File: src/rtl/load_issue_unit_pkg.sv
// Shared widths, FIFO entry layout and FSM encoding for the load issue unit.
package load_issue_unit_pkg;
    localparam int TAG_W          = 6;
    localparam int ADDR_W         = 16;
    localparam int DATA_W         = 16;
    localparam int TIMEOUT_DEF    = 15;
    localparam int ENTRY_W        = TAG_W + ADDR_W;
    localparam int ENTRY_ADDR_LSB = 0;
    localparam int ENTRY_TAG_LSB  = ADDR_W;

    typedef enum logic [2:0] {
        IDLE  = 3'd0,
        POP   = 3'd1,
        LATCH = 3'd2,
        REQ   = 3'd3,
        WB    = 3'd4
    } state_t;
endpackage

File: src/rtl/load_issue_unit_timeout.sv
// Saturating cycle counter that flags the last allowed wait cycle of a memory request.
module load_timeout_ctr #(
    parameter int LIMIT = 15
) (
    input  logic clk,
    input  logic reset,
    input  logic clear,
    input  logic enable,
    output logic expire
);
    localparam int CNT_W = (LIMIT > 1) ? $clog2(LIMIT) : 1;

    logic [CNT_W-1:0] count_r;

    // Count enabled cycles, holding at the limit so a stalled request cannot wrap.
    always_ff @(posedge clk) begin
        if (reset) begin
            count_r <= '0;
        end else if (clear) begin
            count_r <= '0;
        end else if (enable && (count_r != CNT_W'(LIMIT - 1))) begin
            count_r <= count_r + CNT_W'(1);
        end
    end

    assign expire = enable && (count_r == CNT_W'(LIMIT - 1));
endmodule

File: src/rtl/load_issue_unit.sv
// Pops load entries from a FIFO, issues one memory read at a time and hands the
// result (or a timeout error) to the register-file writeback port.
module load_issue_unit #(
    parameter int TAG_W   = load_issue_unit_pkg::TAG_W,
    parameter int ADDR_W  = load_issue_unit_pkg::ADDR_W,
    parameter int DATA_W  = load_issue_unit_pkg::DATA_W,
    parameter int TIMEOUT = load_issue_unit_pkg::TIMEOUT_DEF
) (
    input  logic                    clk,
    input  logic                    reset,
    input  logic                    fifo_empty,
    input  logic [TAG_W+ADDR_W-1:0] fifo_dout,
    output logic                    fifo_rd,
    output logic                    mem_req,
    output logic [ADDR_W-1:0]       mem_addr,
    input  logic                    mem_ack,
    input  logic [DATA_W-1:0]       mem_rdata,
    output logic                    wb_valid,
    input  logic                    wb_ready,
    output logic [TAG_W-1:0]        wb_tag,
    output logic [DATA_W-1:0]       wb_data,
    output logic                    wb_err,
    output logic                    busy,
    output logic [15:0]             load_count
);
    import load_issue_unit_pkg::*;

    state_t              state_r;
    state_t              state_s;
    logic                fifo_rd_r;
    logic                mem_req_r;
    logic                wb_valid_r;
    logic                busy_r;
    logic [TAG_W-1:0]    tag_r;
    logic [ADDR_W-1:0]   addr_r;
    logic [DATA_W-1:0]   data_r;
    logic                err_r;
    logic [15:0]         count_r;
    logic                ctr_enable_s;
    logic                ctr_clear_s;
    logic                expire_s;

    assign ctr_enable_s = (state_r == REQ);
    assign ctr_clear_s  = (state_r != REQ);

    load_timeout_ctr #(
        .LIMIT (TIMEOUT)
    ) u_timeout (
        .clk    (clk),
        .reset  (reset),
        .clear  (ctr_clear_s),
        .enable (ctr_enable_s),
        .expire (expire_s)
    );

    // Next-state logic; an acknowledge in the final allowed cycle beats the timeout.
    always_comb begin
        state_s = state_r;
        case (state_r)
            IDLE: begin
                if (!fifo_empty) state_s = POP;
                else             state_s = IDLE;
            end
            POP:   state_s = LATCH;
            LATCH: state_s = REQ;
            REQ: begin
                if (mem_ack || expire_s) state_s = WB;
                else                     state_s = REQ;
            end
            WB: begin
                if (wb_ready) state_s = IDLE;
                else          state_s = WB;
            end
            default: state_s = IDLE;
        endcase
    end

    // State register; control outputs are decoded from the next state so they leave flops.
    always_ff @(posedge clk) begin
        if (reset) begin
            state_r    <= IDLE;
            fifo_rd_r  <= 1'b0;
            mem_req_r  <= 1'b0;
            wb_valid_r <= 1'b0;
            busy_r     <= 1'b0;
        end else begin
            state_r    <= state_s;
            fifo_rd_r  <= (state_s == POP);
            mem_req_r  <= (state_s == REQ);
            wb_valid_r <= (state_s == WB);
            busy_r     <= (state_s != IDLE);
        end
    end

    // Entry capture (FIFO data lands one cycle after the pop), read result and completion count.
    always_ff @(posedge clk) begin
        if (reset) begin
            tag_r   <= '0;
            addr_r  <= '0;
            data_r  <= '0;
            err_r   <= 1'b0;
            count_r <= 16'd0;
        end else begin
            case (state_r)
                LATCH: begin
                    tag_r  <= fifo_dout[ENTRY_TAG_LSB +: TAG_W];
                    addr_r <= fifo_dout[ENTRY_ADDR_LSB +: ADDR_W];
                end
                REQ: begin
                    if (mem_ack) begin
                        data_r <= mem_rdata;
                        err_r  <= 1'b0;
                    end else if (expire_s) begin
                        data_r <= '0;
                        err_r  <= 1'b1;
                    end
                end
                WB: begin
                    if (wb_ready) count_r <= count_r + 16'd1;
                end
                default: begin
                end
            endcase
        end
    end

    assign fifo_rd    = fifo_rd_r;
    assign mem_req    = mem_req_r;
    assign mem_addr   = addr_r;
    assign wb_valid   = wb_valid_r;
    assign wb_tag     = tag_r;
    assign wb_data    = data_r;
    assign wb_err     = err_r;
    assign busy       = busy_r;
    assign load_count = count_r;
endmodule

File: config.mk
export PLATFORM = sky130hd
export DESIGN_NAME = load_issue_unit
export DESIGN_NICKNAME = d
export VERILOG_FILES = /design/src/rtl/load_issue_unit_pkg.sv /design/src/rtl/load_issue_unit_timeout.sv /design/src/rtl/load_issue_unit.sv
export SDC_FILE = /design/constraint.sdc
export NUM_CORES = 1
export LEC_CHECK = 0
export ABC_AREA = 1
export BUFFER_PORTS_ARGS = -buffer_cell sky130_fd_sc_hd__buf_2
export CAP_MARGIN = 20
export CORE_MARGIN = 3
export CORE_UTILIZATION = 36
export CTS_CLUSTER_SIZE = 20
export DETAILED_ROUTE_END_ITERATION = 6
export PLACE_DENSITY_LB_ADDON = 0.25
export SYNTH_ARGS = -nofsm -noshare
export SYNTH_HDL_FRONTEND = slang
export SYNTH_SLANG_ARGS = --single-unit
File: constraint.sdc
create_clock -name clk -period 1.6 [get_ports clk]
set_input_delay 0.32 -clock clk [delete_from_list [all_inputs] [get_ports clk]]
set_output_delay 0.32 -clock clk [all_outputs]
set_load 0.01 [all_outputs]
==> Word-level counts from Yosys, hierarchy flattened <==
Cells that the tools add are included.
{ "word_totals": {"register_bits": 66, "n_memories": 0, "out_inout_bits": 59, "latchBits": 0, "ram_bits": 0, "inputBits": 43, "mem_bits_ro": 0} }
{ "classes": {"add_sub_neg": 2, "shifts": 0, "muxes": 8, "div": 0, "n_lt_le_gt_ge": 0, "n_reduce_logical": 9, "n_mul": 0, "bitwise_logic": 0, "n_eq_ne": 10} }
{ "op_table": {"columns": ["operator", "count"], "rows": [
  ["16-bit two-way mux", 2],
  ["16-bit by 1-bit adder with 16-bit output (second input constant)", 1],
  ["3-bit one-hot mux with 5 select lines", 1],
  ["3-bit by 2-bit == test with 1-bit output (second input constant)", 3],
  ["3-bit by 1-bit == test with 1-bit output (second input constant)", 2],
  ["3-bit == test (second input constant)", 2],
  ["3-bit two-way mux", 2],
  ["4-bit by 1-bit adder with 4-bit output (second input constant)", 1],
  ["4-bit == test (second input constant)", 1],
  ["4-bit != test (second input constant)", 1],
  ["2-bit AND reduction", 2],
  ["3-bit zero test", 1],
  ["1-bit two-way mux", 3],
  ["3-bit by 2-bit != test with 1-bit output (second input constant)", 1],
  ["3-bit nonzero test", 1],
  ["1-bit logical AND", 2],
  ["2-bit nonzero test", 1],
  ["2-bit OR reduction", 1],
  ["1-bit logical OR", 1]
]} }

==> Logic depth before layout (Yosys ltp) <==
{ "logic_depth": {"depth_word": 6, "depth_mapped": 9} }

==> Cells and area by module <==
Synthesis repeated with hierarchy kept, for this count alone.
{ "hier_totals": {"hier_cells": 367, "area_unflattened_um2": 2791.4} }
{ "by_module_without_submodules": {"columns": ["module", "cells_each", "seq_area_each_um2", "area_each_um2", "n_inst"], "rows": [
  ["load_issue_unit", 335, 1241.2, 2551.2, 1],
  ["load_timeout_ctr", 32, 80.1, 240.2, 1]
]} }

==> Worst setup path after synthesis <==
Ideal clock, no wire load.
{ "synth_path": {"path_kind": "register to register", "from": "register count_r[1], in the netlist load_count[1]", "to": "register count_r[12], in the netlist load_count[12]", "t_arrival_ns": 1.276, "path_slack_ns": 0.208, "synth_period_minus_slack_ns": 1.392, "path_stages_with_launch": 9, "setup_ns": 0.116, "n_path_buf": 0, "path_cell_list": "dfxtp_1 ha_1 nand3_1 nor2_1 nand2_1 inv_1 nand2_1 o21ai_0 nor2_1"} }
{ "synth_via": {"elab_chain_len": 1} }
{ "synth_rtl": {"columns": ["item", "line", "rtl"], "rows": [
  ["start, declared", "load_issue_unit.sv:38", "logic [15:0] count_r;"],
  ["start signal, assigned", "load_issue_unit.sv:119", "if (wb_ready) count_r <= count_r + 16'd1;"],
  ["16-bit by 1-bit adder with 16-bit output", "load_issue_unit.sv:119", null]
]} }
Every way passes these cells.
A chain may end at the register's enable or synchronous reset.

==> Final worst setup path <==
{ "layout_path": {"from": "register u_timeout.count_r[0]", "to": "register fifo_rd_r, in the netlist fifo_rd"} }
{ "layout_via": {"elab_chain_len": 6} }
{ "layout_rtl": {"columns": ["item", "line", "rtl"], "rows": [
  ["start, declared", "load_issue_unit_timeout.sv:13", "logic [CNT_W-1:0] count_r;"],
  ["start signal, assigned", "load_issue_unit_timeout.sv:22", "count_r <= count_r + CNT_W'(1);"],
  ["4-bit == test", "load_issue_unit_timeout.sv:26", "assign expire = enable && (count_r == CNT_W'(LIMIT - 1));"],
  ["1-bit logical AND", "load_issue_unit_timeout.sv:26", null],
  ["1-bit logical OR", "load_issue_unit.sv:67", "if (mem_ack || expire_s) state_s = WB;"],
  ["3-bit two-way mux", "load_issue_unit.sv:67", null],
  ["3-bit one-hot mux with 5 select lines", "load_issue_unit.sv:59", "case (state_r)"],
  ["3-bit by 1-bit == test with 1-bit output", "load_issue_unit.sv:88", "fifo_rd_r <= (state_s == POP);"],
  ["end signal, assigned", "load_issue_unit.sv:88", null],
  ["end, declared", "load_issue_unit.sv:30", "logic fifo_rd_r;"]
]} }
Every way passes these cells.

==> results.toml <==
[detailed_routing]
wl_um = 6580
avgRoutedWirePerCell_um = 11.8
ant_nets = 0
drc = 0
vias_per_cell = 4.67
vias = 2609
drt_iter0_drc = 68
dr.pass1.iters = 4

[global_route]
antenna_found_initial = 0
grt_overflow = 0
grt_max_degree = 23
globalRouteTotalUtil_pct = 16.2
grt_pass1_wl_um = 11000
grt_pass1_vias = 2482

[place]
dpl.hpwl_um = 4870
dpl.cell_count = 543
numPortBuffers = 101
dp_slack_ns = 0.0947
globalplace.congestion = 0.772
placed_area_um2 = 3280

[synth]
ys_async_sr_fraction_pct = 0
synth-edff-count = 0
yosys_warnings = 0
yosysTopAreaCell = "dfxtp_1"
synth_seq_cells = 66
syn_nets = 398
avgSynthCellArea_um2 = 7.51
synth_top_area_share_pct = 50.0
syn-instance-count = 352
synth_top_cells_by_area = "dfxtp_1 (50%), nor2_1 (9.8%), nand2_1 (8.2%)"
ys.flop_type = "dfxtp_1"
synth.cell_area_um2 = 2640
yosysSeqAreaShare_pct = 50.0
synth_cell_type_count = 27
yosys-top-cells-count = "nor2_1 (69), dfxtp_1 (66), nand2_1 (58), o21ai_0 (30), a21oi_1 (28)"
synth_most_common_cell = "nor2_1"

[floorplanning]
die-area_um2 = 8410
rows = 30
io-pin-count = 102
die_w_um = 91.7
core_um2 = 6940
die_y_um = 91.7
start_util_pct = 38.1

[worst_setup_path]
worstSetupPathType = "reg2reg"
arrival_ns = 1.70
cp-endpoint = "fifo_rd"
start_kind = "flip-flop"
reg2reg_slack_ns = 0.17
crit_required_ns = 1.87
r2r.worst_path.cells = 8
reg2reg_from = "u_timeout.count_r[0]"
cp_max_fo = 4
crit_start = "u_timeout.count_r[0]"
r2r-end = "fifo_rd"
crit_path_end_kind = "flip-flop"

[finish]
multiInputGateArea_um2 = 1150
utilization_pct = 50.8
fin_nets = 504
final_cells = 559
final_cell_area_um2 = 3530
n_antenna_cell = 0
drive_gt1_share_pct = 30.5
syn_to_final_growth_pct = 33.5
seq_area_um2 = 1320
fillCellCount = 696

[clocking]
cts_made_buffers = 9
clockRootBuffer = "clkbuf_8"
cts_hold_buffers = 0
clkLatencyLatePin_ns = 0.33
cts_sinks = 66
cts_max_path_buffers = 2
post_cts_resized = 0
h-tree-depth = 3
post_cts_buffers = 0
cts_tree = "done"
clk_pin_slew_ns = 0.07

[sta]
fin_crit_sh_pct = 89.3
fin_ws_ns = 0.171
final-hold-violation-count = 0
setup-violations-final = 0
slew_headroom_pct = 77.6
hold_ws_ns = 0.252
fin_crit_ns = 1.43
tns_ns = 0
grt_setup_unrepaired = "false"
worst_clock_skew_ns = 0.00919
slew_violations = 0
worst_pin_slew_ns = 0.333
fmax_mhz = 700

[run]
maxCapViolCount = 0

[outcome]
status = "completed"

[worst_hold_path]
hold_path_class = "in2reg"

[power_and_ir_drop]
power_mw = 3.75
leakagePower_nw = 1.64
vdd_drop_max_v = 0.000484
powerDensity_nw_per_um2 = 1060
## final cells by class
class                   count  area share [%]
flip-flops and latches     66            37.5
multi-input cells         242            32.7
repair buffers            110            16.6
clock buffers              12            4.68
well taps                  96            3.40
inverters                  29            3.08
clock inverters             4            2.06
## power by group
part / internal (mW) / switching, mW
combinational: 0.162 / 0.218
sequential: 1.72 / 0.0367
clock: 1.00 / 0.614
## cell usage in the layout, fill, tap and decap left out, types with 2 or more instances in the layout
cell	n
nor3b_1	2
inv_1	27
a21oi_1	28
nand2_2	3
dfxtp_2	2
inv_2	2
nor2_1	68
ha_1	2
dfxtp_1	64
o21ai_0	29
buf_2	101
xor2_1	2
nand2_1	57
clkbuf_8	12
nand3_1	24
a21oi_2	2
bufinv_16	2
nor3_1	9
nand4_1	3
buf_4	8
o21ai_1	3
## cells by family after synthesis
kind of cell	Yosys count	synth area share (%)
buffers and inverters	44	6.67
adders and majority gates	3	1.42
xor gates and xnor gates	2	0.663
DFF	66	50.0
AOI/OAI and AO/OA	64	12.9
and+or+nand+nor	173	28.3
## worst min path at each step
stage	start	cells after the start	end
floorplan	reset	1	state_r[0]
global placement	u_timeout.count_r[3]	1	u_timeout.count_r[3]
detailed placement	u_timeout.count_r[3]	1	u_timeout.count_r[3]
CTS	fifo_dout[1]	3	mem_addr[1]
global route	fifo_dout[0]	3	mem_addr[0]
finish	fifo_dout[5]	3	mem_addr[5]
## routing by layer
layer  vias to the layer above  part of all wire [%]  track usage (%)
li1                       1354                     -                -
met1                      1157                    47             19.5
met2                        88                    43             25.4
met3                        10                   8.4             5.33
met4                         0                   2.0             8.91
met5                         -                     0                0
## worst max-delay path, cell delays in order (launching register included)
cell,delay (ns)
dfxtp_2,0.36
inv_1,0.06
ha_1,0.19
nand3_1,0.13
inv_1,0.11
nor2_4,0.12
nand2_2,0.11
a21oi_4,0.15
and3_1,0.15
## state kept, by name, summed over array words and instances, names as in the netlist
register / cells
load_count: 16
mem_addr: 16
wb_data: 16
wb_tag: 6
u_timeout.count_r: 4
state_r: 3
busy: 1
fifo_rd: 1
mem_req: 1
wb_err: 1
wb_valid: 1
Power figures use the tool's default switching activity.
